===== src/rtl/traffic_phase_scheduler.sv =====
// Demand-driven phase scheduler for a four-road intersection.
// Round-robin arbitration over vehicle sensors with min/max green, yellow and
// optional all-red clearance; emergency requests preempt through a safe yellow.
// Optional feature macro: ALL_RED_EN (adds the ALL_RED clearance state).
module traffic_phase_scheduler #(
  parameter logic [31:0] T_MIN_GREEN = 32'd10000000,
  parameter logic [31:0] T_MAX_GREEN = 32'd40000000,
  parameter logic [31:0] T_YELLOW    = 32'd3000000,
  parameter logic [31:0] T_ALL_RED   = 32'd1000000
) (
  input  logic       clk,
  input  logic       reset,
  input  logic [3:0] veh_req,
  input  logic [3:0] emg_req,
  output logic [7:0] light_out,
  output logic [1:0] grant_road,
  output logic [2:0] phase,
  output logic       emg_active,
  output logic       served
);

  typedef enum logic [2:0] {
    StGreen    = 3'd0,
    StYellow   = 3'd1,
    StAllRed   = 3'd2,
    StEmgGreen = 3'd3
  } state_e;

  localparam logic [1:0] LightRed    = 2'b01;
  localparam logic [1:0] LightYellow = 2'b10;
  localparam logic [1:0] LightGreen  = 2'b11;

  state_e      state_q, state_d;
  logic [1:0]  grant_q, grant_d;
  logic [31:0] timer_q, timer_d;
  logic        served_q, served_d;

  logic        emg_any;
  logic [1:0]  emg_tgt;
  logic        rr_found;
  logic [1:0]  rr_road;
  logic [1:0]  rr_cand;
  logic [1:0]  yel_road;
  logic        yel_emg;
  logic        green_to_yellow;

`ifdef ALL_RED_EN
  logic [1:0]  latch_road_q, latch_road_d;
  logic        latch_emg_q, latch_emg_d;
`else
  // Clearance duration has no effect without the all-red state.
  logic        unused_t_all_red;
  assign unused_t_all_red = ^T_ALL_RED;
`endif

  // Emergency target: lowest-index asserted request.
  always_comb begin
    emg_any = |emg_req;
    emg_tgt = 2'd0;
    for (int i = 3; i >= 0; i--) begin
      if (emg_req[i]) emg_tgt = 2'(i);
    end
  end

  // Round-robin winner: first requesting road after the current one.
  always_comb begin
    rr_found = 1'b0;
    rr_road  = grant_q;
    rr_cand  = 2'd0;
    for (int i = 3; i >= 1; i--) begin
      rr_cand = grant_q + 2'(i);
      if (veh_req[rr_cand]) begin
        rr_found = 1'b1;
        rr_road  = rr_cand;
      end
    end
  end

  // Road chosen at yellow exit: emergency first, then round-robin, then next road.
  always_comb begin
    yel_emg  = 1'b0;
    yel_road = grant_q + 2'd1;
    if (emg_any) begin
      yel_emg  = 1'b1;
      yel_road = emg_tgt;
    end else if (rr_found) begin
      yel_road = rr_road;
    end
  end

  // Normal green ends once min green is met and another road is waiting, and either
  // the current road went idle or max green expired.
  always_comb begin
    green_to_yellow = (timer_q >= T_MIN_GREEN - 32'd1) && rr_found &&
                      (!veh_req[grant_q] || (timer_q >= T_MAX_GREEN - 32'd1));
  end

  // Next-state logic: phase sequencing, grant hand-over, timer and served pulse.
  always_comb begin
    state_d = state_q;
    grant_d = grant_q;
`ifdef ALL_RED_EN
    latch_road_d = latch_road_q;
    latch_emg_d  = latch_emg_q;
`endif
    case (state_q)
      StGreen: begin
        if (emg_any && (emg_tgt == grant_q)) begin
          state_d = StEmgGreen;
        end else if (emg_any || green_to_yellow) begin
          state_d = StYellow;
        end
      end
      StYellow: begin
        if (timer_q == T_YELLOW - 32'd1) begin
`ifdef ALL_RED_EN
          latch_road_d = yel_road;
          latch_emg_d  = yel_emg;
          state_d      = StAllRed;
`else
          grant_d = yel_road;
          state_d = yel_emg ? StEmgGreen : StGreen;
`endif
        end
      end
`ifdef ALL_RED_EN
      StAllRed: begin
        if (timer_q == T_ALL_RED - 32'd1) begin
          grant_d = latch_road_q;
          state_d = latch_emg_q ? StEmgGreen : StGreen;
        end
      end
`endif
      StEmgGreen: begin
        if (!emg_req[grant_q]) state_d = StYellow;
      end
      default: state_d = StGreen;
    endcase

    if (state_d != state_q) begin
      timer_d = 32'd0;
    end else if (timer_q == 32'hFFFF_FFFF) begin
      timer_d = timer_q;
    end else begin
      timer_d = timer_q + 32'd1;
    end

    served_d = (state_d != state_q) && ((state_d == StGreen) || (state_d == StEmgGreen));
  end

  // State registers with asynchronous active-high reset.
  always_ff @(posedge clk or posedge reset) begin
    if (reset) begin
      state_q  <= StGreen;
      grant_q  <= 2'd0;
      timer_q  <= 32'd0;
      served_q <= 1'b0;
`ifdef ALL_RED_EN
      latch_road_q <= 2'd0;
      latch_emg_q  <= 1'b0;
`endif
    end else begin
      state_q  <= state_d;
      grant_q  <= grant_d;
      timer_q  <= timer_d;
      served_q <= served_d;
`ifdef ALL_RED_EN
      latch_road_q <= latch_road_d;
      latch_emg_q  <= latch_emg_d;
`endif
    end
  end

  // Output decode from registered state only.
  always_comb begin
    light_out = {4{LightRed}};
    case (state_q)
      StGreen, StEmgGreen: light_out[{grant_q, 1'b0} +: 2] = LightGreen;
      StYellow:            light_out[{grant_q, 1'b0} +: 2] = LightYellow;
      default:             light_out = {4{LightRed}};
    endcase
    grant_road = grant_q;
    phase      = state_q;
    emg_active = (state_q == StEmgGreen);
    served     = served_q;
  end

endmodule

===== config.mk =====
export PLATFORM = sky130hd
export DESIGN_NAME = traffic_phase_scheduler
export DESIGN_NICKNAME = d
export VERILOG_FILES = /design/src/rtl/traffic_phase_scheduler.sv
export SDC_FILE = /design/constraint.sdc
export NUM_CORES = 1
export LEC_CHECK = 0
export ABC_AREA = 0
export BUFFER_PORTS_ARGS = -buffer_cell sky130_fd_sc_hd__buf_2
export CORE_MARGIN = 2
export CORE_UTILIZATION = 54
export DETAILED_ROUTE_END_ITERATION = 10
export MAX_ROUTING_LAYER = met4
export PLACE_DENSITY = 0.82
export SLEW_MARGIN = 40
export SYNTH_ARGS = -nofsm -noshare
export SYNTH_HDL_FRONTEND = slang
export SYNTH_SLANG_ARGS = --single-unit

===== constraint.sdc =====
create_clock -name clk -period 2.41 [get_ports clk]
set_clock_uncertainty 0.2 [all_clocks]
set_input_delay 0.241 -clock clk [delete_from_list [all_inputs] [get_ports clk]]
set_output_delay 0.241 -clock clk [all_outputs]
set_load 0.1 [all_outputs]

# == Yosys cells after proc, flatten, opt, wreduce, memory -nomap -nowiden ==
# Cells that the tools add are included.
# op_classes
n_mux,32
n_bitwise,5
add_sub_neg,5
shifts,3
magnitude_cmp,6
eq_ne,9
n_reduce_logical,13
# op_table
operator,count
2-to-1 mux 32 bit,2
adder 32 x 1 -> 32 bit (second input constant),1
== test 32 x 22 -> 1 bit (second input constant),1
== test 32 bit (second input constant),1
greater-or-equal comparator 32 x 24 -> 1 bit (second input constant),1
greater-or-equal comparator 32 x 26 -> 1 bit (second input constant),1
2-to-1 mux 2 bit,10
one-hot mux 8 bit (2 select lines),1
indexed part select 2 x 5 -> 8 bit (first input constant),2
less-than comparator 2 x 3 -> 1 bit (second input constant),4
2-to-1 mux 3 bit,4
binary-select mux 1 bit (select 2 bit),5
2-to-1 mux 1 bit,9
one-hot mux 3 bit (3 select lines),1
AND 4 bit,2
OR 4 bit,2
variable shift 2 x 5 -> 8 bit (first input constant),1
== test 3 x 2 -> 1 bit (second input constant),2
zero test 3 bit,2
inequality test 5 x 2 -> 1 bit (second input constant),1
negator 3 -> 5 bit,1
adder 2 bit (second input constant),2
logical AND 1 bit,4
NOT 4 bit,1
other kinds (10),12
# word_totals
output_inout_bits,15
regBits,38
in_bits,10
elab_cells,77

# == Logic depth before layout (Yosys ltp) ==
# Gate-level depths: netlist of run 1.
# logic_depth
word_depth,15
depth_mapped,10
depth_no_buf,7

# == Least setup slack after synthesis of run 1 ==
# No wires, ideal clock.
# synth_path
kind,register -> register
from,"register state_q[1], in the netlist phase[1]"
to,register timer_q[21]
path_slack_ns,-1.192
t_arrival_ns,3.331
period_less_slack_ns,3.602
path_stages_with_launch,7
required_ns,2.139
setup_time_ns,0.071
n_path_buf,1
path_cell_list,dfrtp_1 -> nand2_1 -> nor2_1 -> nand2_1 -> a211o_4 -> buf_6 -> nor2_1
# synth_between
word_cells_on_any_way,11
classes_between,eq/ne (4); mux (6); reduce/logical (1)
# synth_lines
element,line,source
start: declaration,33,"state_e state_q, state_d;"
start signal: assignment,154,state_q <= StGreen;
start signal: assignment,163,state_q <= state_d;
== test 3 x 2 -> 1 bit (*),-,
named net emg_active,18,"output logic emg_active,"
one-hot mux 3 bit (3 select lines) (*),106,case (state_q)
inequality test 3 bit (*),140,if (state_d != state_q) begin
inequality test 2 bit (no source line) or 2-to-1 mux 32 bit (tied branches),-,
end signal: assignment,165,timer_q <= timer_d;
end: declaration,35,"logic [31:0] timer_q, timer_d;"
# The timed path passes the listed nets; every way through them passes the cells marked *.
# A chain may end at the register's enable or synchronous reset.

# == Worst setup path after layout of run 1 ==
# layout_path
from,"register grant_q[0], in the netlist grant_road[0]"
to,register timer_q[10]
# layout_between
elab_chain_cells,14
word_cells_on_any_way,30
classes_between,add/sub (3); eq/ne (3); mux (18); reduce/logical (6)
# layout_lines
element,line,source
start: declaration,34,"logic [1:0] grant_q, grant_d;"
start signal: assignment,164,grant_q <= grant_d;
adder 2 bit,71,rr_cand = grant_q + 2'(i);
binary-select mux 1 bit (select 2 bit),72,if (veh_req[rr_cand]) begin
2-to-1 mux 1 bit (not written as such),72,
2-to-1 mux 1 bit (3 in series),72,
logical AND 1 bit (2 in series),94,green_to_yellow = (timer_q >= T_MIN_GREEN - 32'd1) && rr_found &&
logical OR 1 bit,110,end else if (emg_any || green_to_yellow) begin
2-to-1 mux 3 bit,110,
2-to-1 mux 3 bit,108,if (emg_any && (emg_tgt == grant_q)) begin
one-hot mux 3 bit (3 select lines) (*),106,
inequality test 3 bit (*),140,
inequality test 2 bit (no source line) or 2-to-1 mux 32 bit (tied branches),-,
# Every way passes the cells marked *; elsewhere a longest branch is shown, timed or not. The select of a mux whose other input is x is not followed.

==> qor.csv, run 1 <==
stage,metric,value,unit
sta,relSlewSlack,64.8,%
sta,rsz0062_at_grt,yes,
hold_path,hp-class,in2reg,
yosys,async_reset_ff_share,100,%
worst_setup_path,worstPathRequired,2440,ps
yosys,syn_area,2710,um2
sta,setup_viol,0,
sta,worst_slew_pin_slew,524,ps
clock_network,cts_tree,yes,
worst_setup_path,reg2reg_from,grant_road[0]$_DFFE_PP0P_,
global_routing,grt_max_degree,39,
global_routing,grt_pass1_wl,11200,um
yosys,ys_ff_latch,38,
cells_and_area,finalNetCount,375,
worst_setup_path,cp-startpoint,grant_road[0]$_DFFE_PP0P_,
global_routing,antenna_found_initial,0,
cells_and_area,nFillCells,375,
global_routing,grt_use_total,26.9,%
yosys,syn_nets,327,
sta,fin_crit_sh,99.3,%
drt,vias,2586,
placement,io_buffers,24,
power,power.density,398,nW/um2
floorplan,dieHeight,74.8,um
global_routing,grt_pass1_vias,2414,
clock_network,clkSinkCount,38,
worst_setup_path,reg2reg_slack,20,ps
yosys,synth_area_per_cell,8.68,um2
floorplan,rows,25,
clock_network,clk_pin_slew,80,ps
drt,viasPerCell,6.04,
yosys,synth-edff-count,0,
cells_and_area,final_common_cell,nor2_1,
floorplan,core,4790,um2
floorplan,io_pins,25,
sta,period_minus_slack,2390,ps
power,power_leakage,0.00134,uW
yosys,synth_top_area_share,35.1,%
clock_network,h-tree-depth,2,
floorplan,die_w,74.8,um
outcome,status,finished clean,
worst_setup_path,reg2reg_to,timer_q[10]$_DFFE_PP0P_,
placement,pre_cts_slack,-98.3,ps
worst_setup_path,crit_end,timer_q[10]$_DFFE_PP0P_,
clock_network,root_buffer,clkbuf_8,
floorplan,start_util,56.6,%
sta,fin_ws,16.2,ps
drt,drtPass1Iterations,5,
global_routing,overflow,0,
floorplan,die_area,5600,um2
cells_and_area,syn2layout_area_growth,21.6,%
cells_and_area,final_cell_mix,"nor2_1, dfrtp_1, buf_4",
clock_network,cts_made_buffers,5,
drt,drtIter0Drc,301,
drt,drtAntennaViolNets,0,
yosys,netlist-cell-type-count,53,
placement,hpwl,4840,um
drt,wl_per_cell,15.8,um
yosys,synth_cells,312,
yosys,synth_largest_area_cell,dfrtp_1,
cells_and_area,antenna_cells,0,
clock_network,cts_buffer_depth,2,
worst_setup_path,worstSetupStartpointType,flip-flop,
worst_setup_path,endpoint_kind,flip-flop,
power,ir_drop,0.307,mV
sta,finalSetupTns,0,ps
worst_setup_path,cp_max_fo,19,
yosys,yosysWarnings,0,
sta,hold_ws,163,ps
job,drv_cap,0,
cells_and_area,drive_gt1_share,29.9,%
worst_setup_path,ff2ff_path_depth,7,
power,total_power,1310,uW
sta,hold_violations,0,
yosys,seq_area_frac_synth,35.1,%
placement,place_congestion,0.984,
sta,fmax,418,MHz
sta,slew_viol_final,0,
worst_setup_path,critical_path_class,reg2reg,
yosys,synth_area_leaders,"dfrtp_1, nor2_1, xnor2_1, xor2_1, nand4_1",
yosys,yosys_most_used_dff,dfrtp_1,
drt,wirelength,6760,um
worst_setup_path,arrival,2430,ps
drt,drcViolationCount,0,
clock_network,clk_latency,300,ps
routing by layer:
layer / vias up / track usage, % / wire length, um
met4: 0 / 9.33 / 210
met3: 25 / 5.62 / 436
li1: 1204 / - / -
met1: 1234 / 33.6 / 2870
met5: - / - / 0
met2: 123 / 43.4 / 3240
flip-flops by register name, indices dropped and copies added, names as in the netlist:
register / count
grant_road: 2
phase: 3
served: 1
timer_q: 32
stage by stage:
stage / instances / util, % / cell area (um2)
detailed placement: 417 / 64.5 / 3090
global route: 428 / 68.8 / 3290
finish: 428 / 68.8 / 3290
floorplan: 312 / - / 2730
global placement: 417 / 64.5 / 3090
CTS: 426 / 67.1 / 3210
synth_stat cells (4+ instances only):
library cell	number
a21oi_1	6
and2_1	4
and3_1	5
buf_2	4
buf_6	5
clkbuf_1	9
dfrtp_1	38
ha_1	5
inv_1	10
nand2_1	21
nand3_1	17
nand4_1	18
nor2_1	44
nor2_2	12
nor3_1	15
nor4_1	7
o21ai_0	8
xnor2_1	17
xor2_1	13
critical path, stage by stage, from the launching register on:
cell,delay [ps]
dfrtp_4,500
and4bb_1,210
a31o_1,200
a311o_1,290
a211o_1,270
a211o_4,370
buf_12,170
nor2_1,110
report_power, final:
group	switching (uW)	leakage [uW]	internal, uW
Clock	239	0.0000450	201
Combinational	147	0.000780	68.9
Sequential	8.81	0.000512	645
Total	395	0.00134	915
timing repair:
action | 4_1_cts | 5_1_grt
hold buffers | 1 | 0
pin swaps | 0 | 5
cloned | 0 | 1
hold endpoints to repair | 38 | 0
endpoints found under the setup margin | 30 | 33
setup buffers | 0 | 1
gates resized for setup | 4 | 19
logic make-up (layout without fill, tap and decap cells):
logic type | after synthesis | in the layout | share of synthesized area (%)
AND/OR/NAND/NOR | 164 | 164 | 31.8
flip-flops | 38 | 38 | 35.1
AO/OA/AOI/OAI | 37 | 37 | 9.84
XOR/XNOR | 30 | 30 | 9.70
buffers and inverters | 30 | 79 | 6.01
multiplexers | 7 | 7 | 5.04
adder cells (fa/ha/maj) | 5 | 5 | 2.31
other | 1 | 1 | 0.138
worst min-delay path by stage:
| stage | cells past startpoint | from | slack (ps) | endpoint |
|---|---|---|---|---|
| 5_1_grt | 4 | emg_req[1] | 170 | grant_road[1]$_DFFE_PP0P_ |
| 6_report | 4 | emg_req[1] | 160 | grant_road[1]$_DFFE_PP0P_ |
| 4_1_cts | 4 | emg_req[1] | 140 | grant_road[1]$_DFFE_PP0P_ |
| 3_3_place_gp | 3 | reset | 170 | grant_road[1]$_DFFE_PP0P_ |
| 2_1_floorplan | 1 | reset | 230 | grant_road[0]$_DFFE_PP0P_ |
| 3_5_place_dp | 3 | reset | 180 | grant_road[1]$_DFFE_PP0P_ |
area by class of cell:
class | count | area (um2) | area share [%]
Multi-Input combinational cell | 244 | 1700 | 51.6
Sequential cell | 38 | 962 | 29.2
Timing Repair Buffer | 61 | 427 | 13.0
Tap cell | 67 | 83.8 | 2.55
Clock buffer | 6 | 72.6 | 2.20
Inverter | 10 | 37.5 | 1.14
Clock inverter | 2 | 10.0 | 0.304
Power figures use the tool's default switching activity.
==> run 2, diff against run 1 <==
- GPL_TIMING_DRIVEN: not set -> 0
==> run 2 against run 1 <==
The run now ends with setup timing left; clock power is 2% higher; critical path depth is 2 higher; flip-flop and latch count stayed put; sequential power hardly changed; critical endpoint is now timer_q[13]$_DFFE_PP0P_.
==> qor.csv, run 2 (synthesized netlist as in run 1, its figures left out) <==
stage,metric,value,unit,change
hold_path,hp-start,emg_req[1],,unchanged
placement,hpwl,4300,um,was 4840 um
sta,worst_slew_pin_slew,625,ps,was 524 ps
power,power.density,400,nW/um2,was 398 nW/um2
drt,wl_met3,350,um,was 436 um
worst_setup_path,cp_num_buf_inv,2,,was 1
drt,vias,2465,,was 2586
sta,fin_crit_sh,102,%,was 99.3%
power,p_switching,376,uW,was 395 uW
cells_and_area,syn2layout_area_growth,22.4,%,was 21.6%
worst_setup_path,reg2reg_to,timer_q[13]$_DFFE_PP0P_,,was timer_q[10]$_DFFE_PP0P_
drt,wirelength,6570,um,was 6760 um
clock_network,cts_buffer_depth,2,,unchanged
worst_setup_path,ff2ff_path_depth,9,,was 7
floorplan,die_area,5600,um2,unchanged
global_routing,grt_pass1_vias,2257,,was 2414
placement,place_congestion,0.872,,was 0.984
cells_and_area,nFillCells,360,,was 375
power,clkPwrFrac,34.0,%,was 33.6%
power,total_power,1320,uW,was 1310 uW
floorplan,io_pins,25,,unchanged
hold_path,min_to,grant_road[1]$_DFFE_PP0P_,,unchanged
clock_network,cts_tree,yes,,unchanged
worst_setup_path,worstSetupStartpointType,flip-flop,,unchanged
sta,hold_violations,0,,unchanged
floorplan,rows,25,,unchanged
drt,drtPass1Iterations,5,,unchanged
drt,wl_per_cell,15.8,um,about the same
floorplan,dieHeight,74.8,um,unchanged
power,combPwrFrac,16.5,%,about the same
cells_and_area,top_register,timer_q,,unchanged
worst_setup_path,endpoint_kind,flip-flop,,unchanged
worst_setup_path,crit_path_top_delay_cell,or4b_4,,was dfrtp_4
global_routing,antenna_found_initial,0,,unchanged
sta,slew_viol_final,0,,unchanged
worst_setup_path,slowest_delay,480,ps,was 500 ps
worst_setup_path,arrival,2450,ps,was 2430 ps
power,ir_drop,0.342,mV,was 0.307 mV
sta,relSlewSlack,57.9,%,was 64.8%
power,seqPwrFrac,49.5,%,was 49.9%
drt,viasPerCell,5.93,,was 6.04
cells_and_area,finalNetCount,363,,was 375
cells_and_area,drive_gt1_share,30.7,%,was 29.9%
drt,top_layer_used,met4,,unchanged
drt,wirelength_met1,2740,um,was 2870 um
power,power_leakage,0.00127,uW,was 0.00134 uW
worst_setup_path,path_common_cell,nand4_1,,
sta,setup_viol,29,,was 0
cells_and_area,antenna_cells,0,,unchanged
clock_network,clk_pin_slew,70,ps,was 80 ps
sta,fmax,405,MHz,was 418 MHz
placement,io_buffers,24,,unchanged
global_routing,overflow,0,,unchanged
cells_and_area,seq_area,970,um2,was 962 um2
floorplan,die_w,74.8,um,unchanged
cells_and_area,final_common_cell,nor2_1,,unchanged
power,intPower,949,uW,was 915 uW
worst_setup_path,reg2reg_from,timer_q[0]$_DFFE_PP0P_,,was grant_road[0]$_DFFE_PP0P_
power,swShare,28.4,%,was 30.2%
sta,rsz0062_at_grt,yes,,unchanged
cells_and_area,final_cell_mix,"nor2_1, dfrtp_1, buf_2",,"was nor2_1, dfrtp_1, buf_4"
worst_setup_path,reg2reg_slack,-60,ps,was 20 ps
clock_network,clk_latency,300,ps,about the same
hold_path,hp-class,in2reg,,unchanged
worst_setup_path,crit_chain,ha_4 -> nand4_1 -> nor3_2 -> or4b_4 -> buf_6 -> buf_8 -> nand4_1 -> xnor2_2 -> nor2_2,,was and4bb_1 -> a31o_1 -> a311o_1 -> a211o_1 -> a211o_4 -> buf_12 -> nor2_1
job,drv_cap,0,,unchanged
drt,drtAntennaViolNets,0,,unchanged
sta,fin_ws,-59.1,ps,was 16.2 ps
clock_network,clkSinkCount,38,,unchanged
clock_network,cts_made_buffers,5,,unchanged
worst_setup_path,cp_max_fo,7,,was 19
cells_and_area,final_core_util,69.3,%,was 68.8%
clock_network,h-tree-depth,2,,unchanged
floorplan,start_util,56.6,%,unchanged
drt,wl_met2,3310,um,was 3240 um
outcome,violations,setup timing,,
outcome,status,"finished, violations left",,was finished clean
worst_setup_path,worstPathRequired,2400,ps,was 2440 ps
hold_path,hold_depth,4,,unchanged
drt,drtIter0Drc,229,,was 301
worst_setup_path,cp_top_family,simple AND/OR/NAND/NOR gates,,was compound AO/OA/AOI/OAI gates
global_routing,grt_max_degree,22,,was 39
drt,drcViolationCount,0,,unchanged
global_routing,grt_pass1_wl,10300,um,was 11200 um
sta,period_minus_slack,2470,ps,was 2390 ps
cells_and_area,multi_input_area,1750,um2,was 1700 um2
clock_network,root_buffer,clkbuf_8,,unchanged
floorplan,core,4790,um2,unchanged
worst_setup_path,critical_path_class,reg2reg,,unchanged
cells_and_area,largest_register_ffs,32,,unchanged
global_routing,grt_use_total,24.7,%,was 26.9%
run 2: per-stage QoR:
step                      hold WS [ps]  TNS (ps)  instances  setup slack, ps  area [um2]
after global routing               184     -3340        416             -134        3310
after floorplan                    233     -3360        312             -116        2730
after CTS                          153      -123        412            -20.3        3140
after global placement             320     -4290        403             -243        2940
after detailed placement          76.8     -3830        404             -143        2970
final                              149      -536        416            -59.1        3310
run 2: what timing repair did:
action / in CTS / in global routing
hold buffers: 1 / 0
pin swaps: 3 / 11
gates cloned: 0 / 1
setup buffers: 4 / 5
gates resized for setup: 13 / 32
setup endpoints to repair: 33 / 35
hold endpoints to repair: 17 / 0
run 2: worst max-delay path by stage:
stage                               from                 endpoint  depth (start not counted)
2_1_floorplan  grant_road[1]$_DFFE_PP0P_  timer_q[22]$_DFFE_PP0P_                          8
3_3_place_gp      timer_q[0]$_DFFE_PP0P_  timer_q[27]$_DFFE_PP0P_                          7
3_5_place_dp     timer_q[21]$_DFFE_PP0P_  timer_q[14]$_DFFE_PP0P_                          8
4_1_cts        grant_road[0]$_DFFE_PP0P_   timer_q[0]$_DFFE_PP0P_                          7
5_1_grt        grant_road[0]$_DFFE_PP0P_   timer_q[6]$_DFFE_PP0P_                          7
6_report          timer_q[0]$_DFFE_PP0P_  timer_q[13]$_DFFE_PP0P_                          9
run 2: worst min-delay path, cell delays in order:
cell and delay [ps]:
buf_2 120, nor2_1 80, o21ai_0 90, o21ai_0 80
run 2: per-layer routing:
| layer | vias to the layer above | GRT usage [%] |
|---|---|---|
| li1 | 1183 | - |
| met1 | 1171 | 30.6 |
| met2 | 91 | 40.1 |
| met3 | 20 | 4.55 |
| met4 | 0 | 9.52 |
| met5 | - | - |
run 2: cell type report:
cell class | instances | share of cell area, %
inverters | 10 | 1.13
clock buffers | 7 | 2.60
well taps | 67 | 2.53
plain buffers | 13 | 3.78
multi-input cells | 244 | 52.9
flip-flops and latches | 38 | 29.3
repair buffers | 36 | 7.66
clock inverters | 1 | 0.151
run 2: power by group through the flow:
stage / Combinational (uW) / Clock, uW / Sequential, uW
detailed placement: 208 / 0 / 667
CTS: 215 / 459 / 654
floorplan: 122 / 0 / 703
global placement: 199 / 0 / 666
finish: 219 / 450 / 656
global route: 236 / 488 / 656
==> run 3, diff against run 2 <==
- TNS_END_PERCENT: not set -> 10
==> run 3 against run 2 <==
The flow still finishes with violations (setup timing); register-to-register slack about the same; cell count increased by 0.48%; first-iteration DRC count increased by 0.44%; die area unchanged; flip-flop and latch count unchanged; non-clock buffer count increased by 2; sequential power about the same; worst setup slack got worse by 8.4 ps.
==> qor.csv, run 3 (synthesized netlist as in run 1, its figures left out) <==
stage,metric,value,unit,change
floorplan,start_util,56.6,%,unchanged
drt,wl_per_cell,15.3,um,was 15.8 um
power,power.density,405,nW/um2,was 400 nW/um2
floorplan,rows,25,,unchanged
worst_setup_path,crit_path_top_delay_cell,or4b_4,,unchanged
power,ir_drop,0.342,mV,about the same
power,power_leakage,0.00127,uW,about the same
cells_and_area,final_cell_mix,"nor2_1, dfrtp_1, buf_2",,unchanged
sta,period_minus_slack,2480,ps,was 2470 ps
worst_setup_path,slowest_delay,490,ps,was 480 ps
floorplan,dieHeight,74.8,um,unchanged
floorplan,core,4790,um2,unchanged
worst_setup_path,critical_path_class,reg2reg,,unchanged
global_routing,grt_pass1_wl,10200,um,was 10300 um
cells_and_area,nFillCells,376,,was 360
clock_network,cts_buffer_depth,2,,unchanged
worst_setup_path,path_common_cell,nand4_1,,unchanged
global_routing,grt_use_total,24.4,%,was 24.7%
clock_network,h-tree-depth,2,,unchanged
drt,vias,2491,,was 2465
global_routing,overflow,0,,unchanged
worst_setup_path,crit_chain,clkbuf_1 -> nand4_1 -> nor3_2 -> or4b_4 -> buf_6 -> buf_4 -> nand4_1 -> xor2_1 -> nor2_2,,was ha_4 -> nand4_1 -> nor3_2 -> or4b_4 -> buf_6 -> buf_8 -> nand4_1 -> xnor2_2 -> nor2_2
drt,drcViolationCount,0,,unchanged
clock_network,cts_made_buffers,5,,unchanged
outcome,violations,setup timing,,unchanged
drt,wirelength,6410,um,was 6570 um
worst_setup_path,cp_num_cells,9,,unchanged
sta,relSlewSlack,56.4,%,was 57.9%
job,drv_cap,0,,unchanged
cells_and_area,drive_gt1_share,28.5,%,was 30.7%
sta,hold_violations,0,,unchanged
global_routing,grt_pass1_vias,2236,,was 2257
drt,drtPass1Iterations,4,,was 5
placement,place_area,2970,um2,unchanged
cells_and_area,largest_register_ffs,32,,unchanged
global_routing,grt_max_degree,22,,unchanged
global_routing,antenna_found_initial,0,,unchanged
clock_network,clkSinkCount,38,,unchanged
clock_network,clk_pin_slew,70,ps,about the same
cells_and_area,syn2layout_area_growth,20.9,%,was 22.4%
drt,viasPerCell,5.96,,was 5.93
outcome,status,"finished, violations left",,unchanged
cells_and_area,antenna_cells,0,,unchanged
clock_network,root_buffer,clkbuf_8,,unchanged
drt,drtAntennaViolNets,0,,unchanged
sta,slew_viol_final,0,,unchanged
floorplan,die_area,5600,um2,unchanged
floorplan,die_w,74.8,um,unchanged
sta,worst_slew_pin_slew,647,ps,was 625 ps
clock_network,cts_tree,yes,,unchanged
sta,fin_crit_sh,103,%,was 102%
worst_setup_path,endpoint_kind,flip-flop,,unchanged
cells_and_area,top_register,timer_q,,unchanged
worst_setup_path,cp_num_buf_inv,3,,was 2
worst_setup_path,worstSetupStartpointType,flip-flop,,unchanged
cells_and_area,final_common_cell,nor2_1,,unchanged
hold_path,hp-class,in2reg,,unchanged
worst_setup_path,worstPathRequired,2400,ps,about the same
hold_path,hold_depth,4,,unchanged
worst_setup_path,cp_max_fo,8,,was 7
cells_and_area,final_area,3270,um2,was 3310 um2
sta,finalSetupTns,-436,ps,was -536 ps
sta,fin_ws,-67.6,ps,was -59.1 ps
drt,drtIter0Drc,230,,was 229
clock_network,clk_latency,300,ps,about the same
sta,hold_ws,156,ps,was 149 ps
worst_setup_path,arrival,2470,ps,was 2450 ps
placement,place_congestion,0.872,,unchanged
floorplan,io_pins,25,,unchanged
cells_and_area,final_core_util,68.4,%,was 69.3%
worst_setup_path,cp_top_family,simple AND/OR/NAND/NOR gates,,unchanged
sta,fmax,404,MHz,was 405 MHz
sta,rsz0062_at_grt,yes,,unchanged
placement,hpwl,4300,um,unchanged
sta,setup_viol,29,,unchanged
cells_and_area,finalNetCount,365,,was 363
placement,io_buffers,24,,unchanged
worst_setup_path,ff2ff_path_depth,9,,unchanged
-- run 3: cell count changes in the layout (fill, tap and decap cells not counted), moves of 2 or more --
cell	change
clkbuf_1	+2
nand2_4	-2
buf_4	+2
dfrtp_2	-3
dfrtp_1	+3
-- run 3: worst register-to-register path, cell delays in order, from the launching register on --
cell	delay, ps
dfrtp_1	320
clkbuf_1	280
nand4_1	250
nor3_2	190
or4b_4	490
buf_6	160
buf_4	140
nand4_1	110
xor2_1	190
nor2_2	50
-- run 3: stage by stage --
stage	worst slack, ps	total power, uW	instances
2_1_floorplan	-116	825	312
3_3_place_gp	-243	865	403
3_5_place_dp	-143	875	404
4_1_cts	-20.3	1330	411
5_1_grt	-154	1380	418
6_report	-67.6	1330	418
-- run 3: worst paths after layout --
check | end | slack [ps] | startpoint
setup / recovery | timer_q[11]$_DFFE_PP0P_ | -70 | timer_q[17]$_DFFE_PP0P_
hold / removal | grant_road[1]$_DFFE_PP0P_ | 160 | emg_req[1]
setup reg to reg | timer_q[11]$_DFFE_PP0P_ | -70 | timer_q[17]$_DFFE_PP0P_
hold reg to reg | timer_q[1]$_DFFE_PP0P_ | 370 | timer_q[1]$_DFFE_PP0P_
max in group asynchronous | timer_q[11]$_DFFE_PP0P_ | 1270 | reset
min in group asynchronous | grant_road[1]$_DFFE_PP0P_ | 280 | reset
-- run 3: timing repair --
item | 4_1_cts | 5_1_grt
setup buffers | 3 | 7
pin swaps | 3 | 8
setup endpoints to repair | 33 | 35
gates cloned | 0 | 1
hold buffers | 1 | 0
gates resized for setup | 11 | 20
endpoints found under the hold margin | 17 | 0
-- run 3: routing by layer --
metal / share of wire [%] / track usage, % / vias up
met5: 0 / - / -
met4: 2.1 / 8.93 / 0
met3: 5.6 / 4.95 / 14
met2: 50 / 39.9 / 83
met1: 42 / 30.1 / 1207
li1: - / - / 1187
-- run 3: area by class of cell --
cell class / instances / area (um2) / area share, %
buffer: 14 / 128 / 3.90
multi-input combinational: 244 / 1710 / 52.2
tap: 67 / 83.8 / 2.56
timing repair buffer: 37 / 258 / 7.87
sequential: 38 / 966 / 29.5
clock inverter: 1 / 5.00 / 0.153
clock buffer: 7 / 86.3 / 2.64
inverter: 10 / 37.5 / 1.15
-- run 3: report_power, final --
part	switching, uW	internal, uW
sequential	9.30	646
clock	222	231
combinational	146	72.1
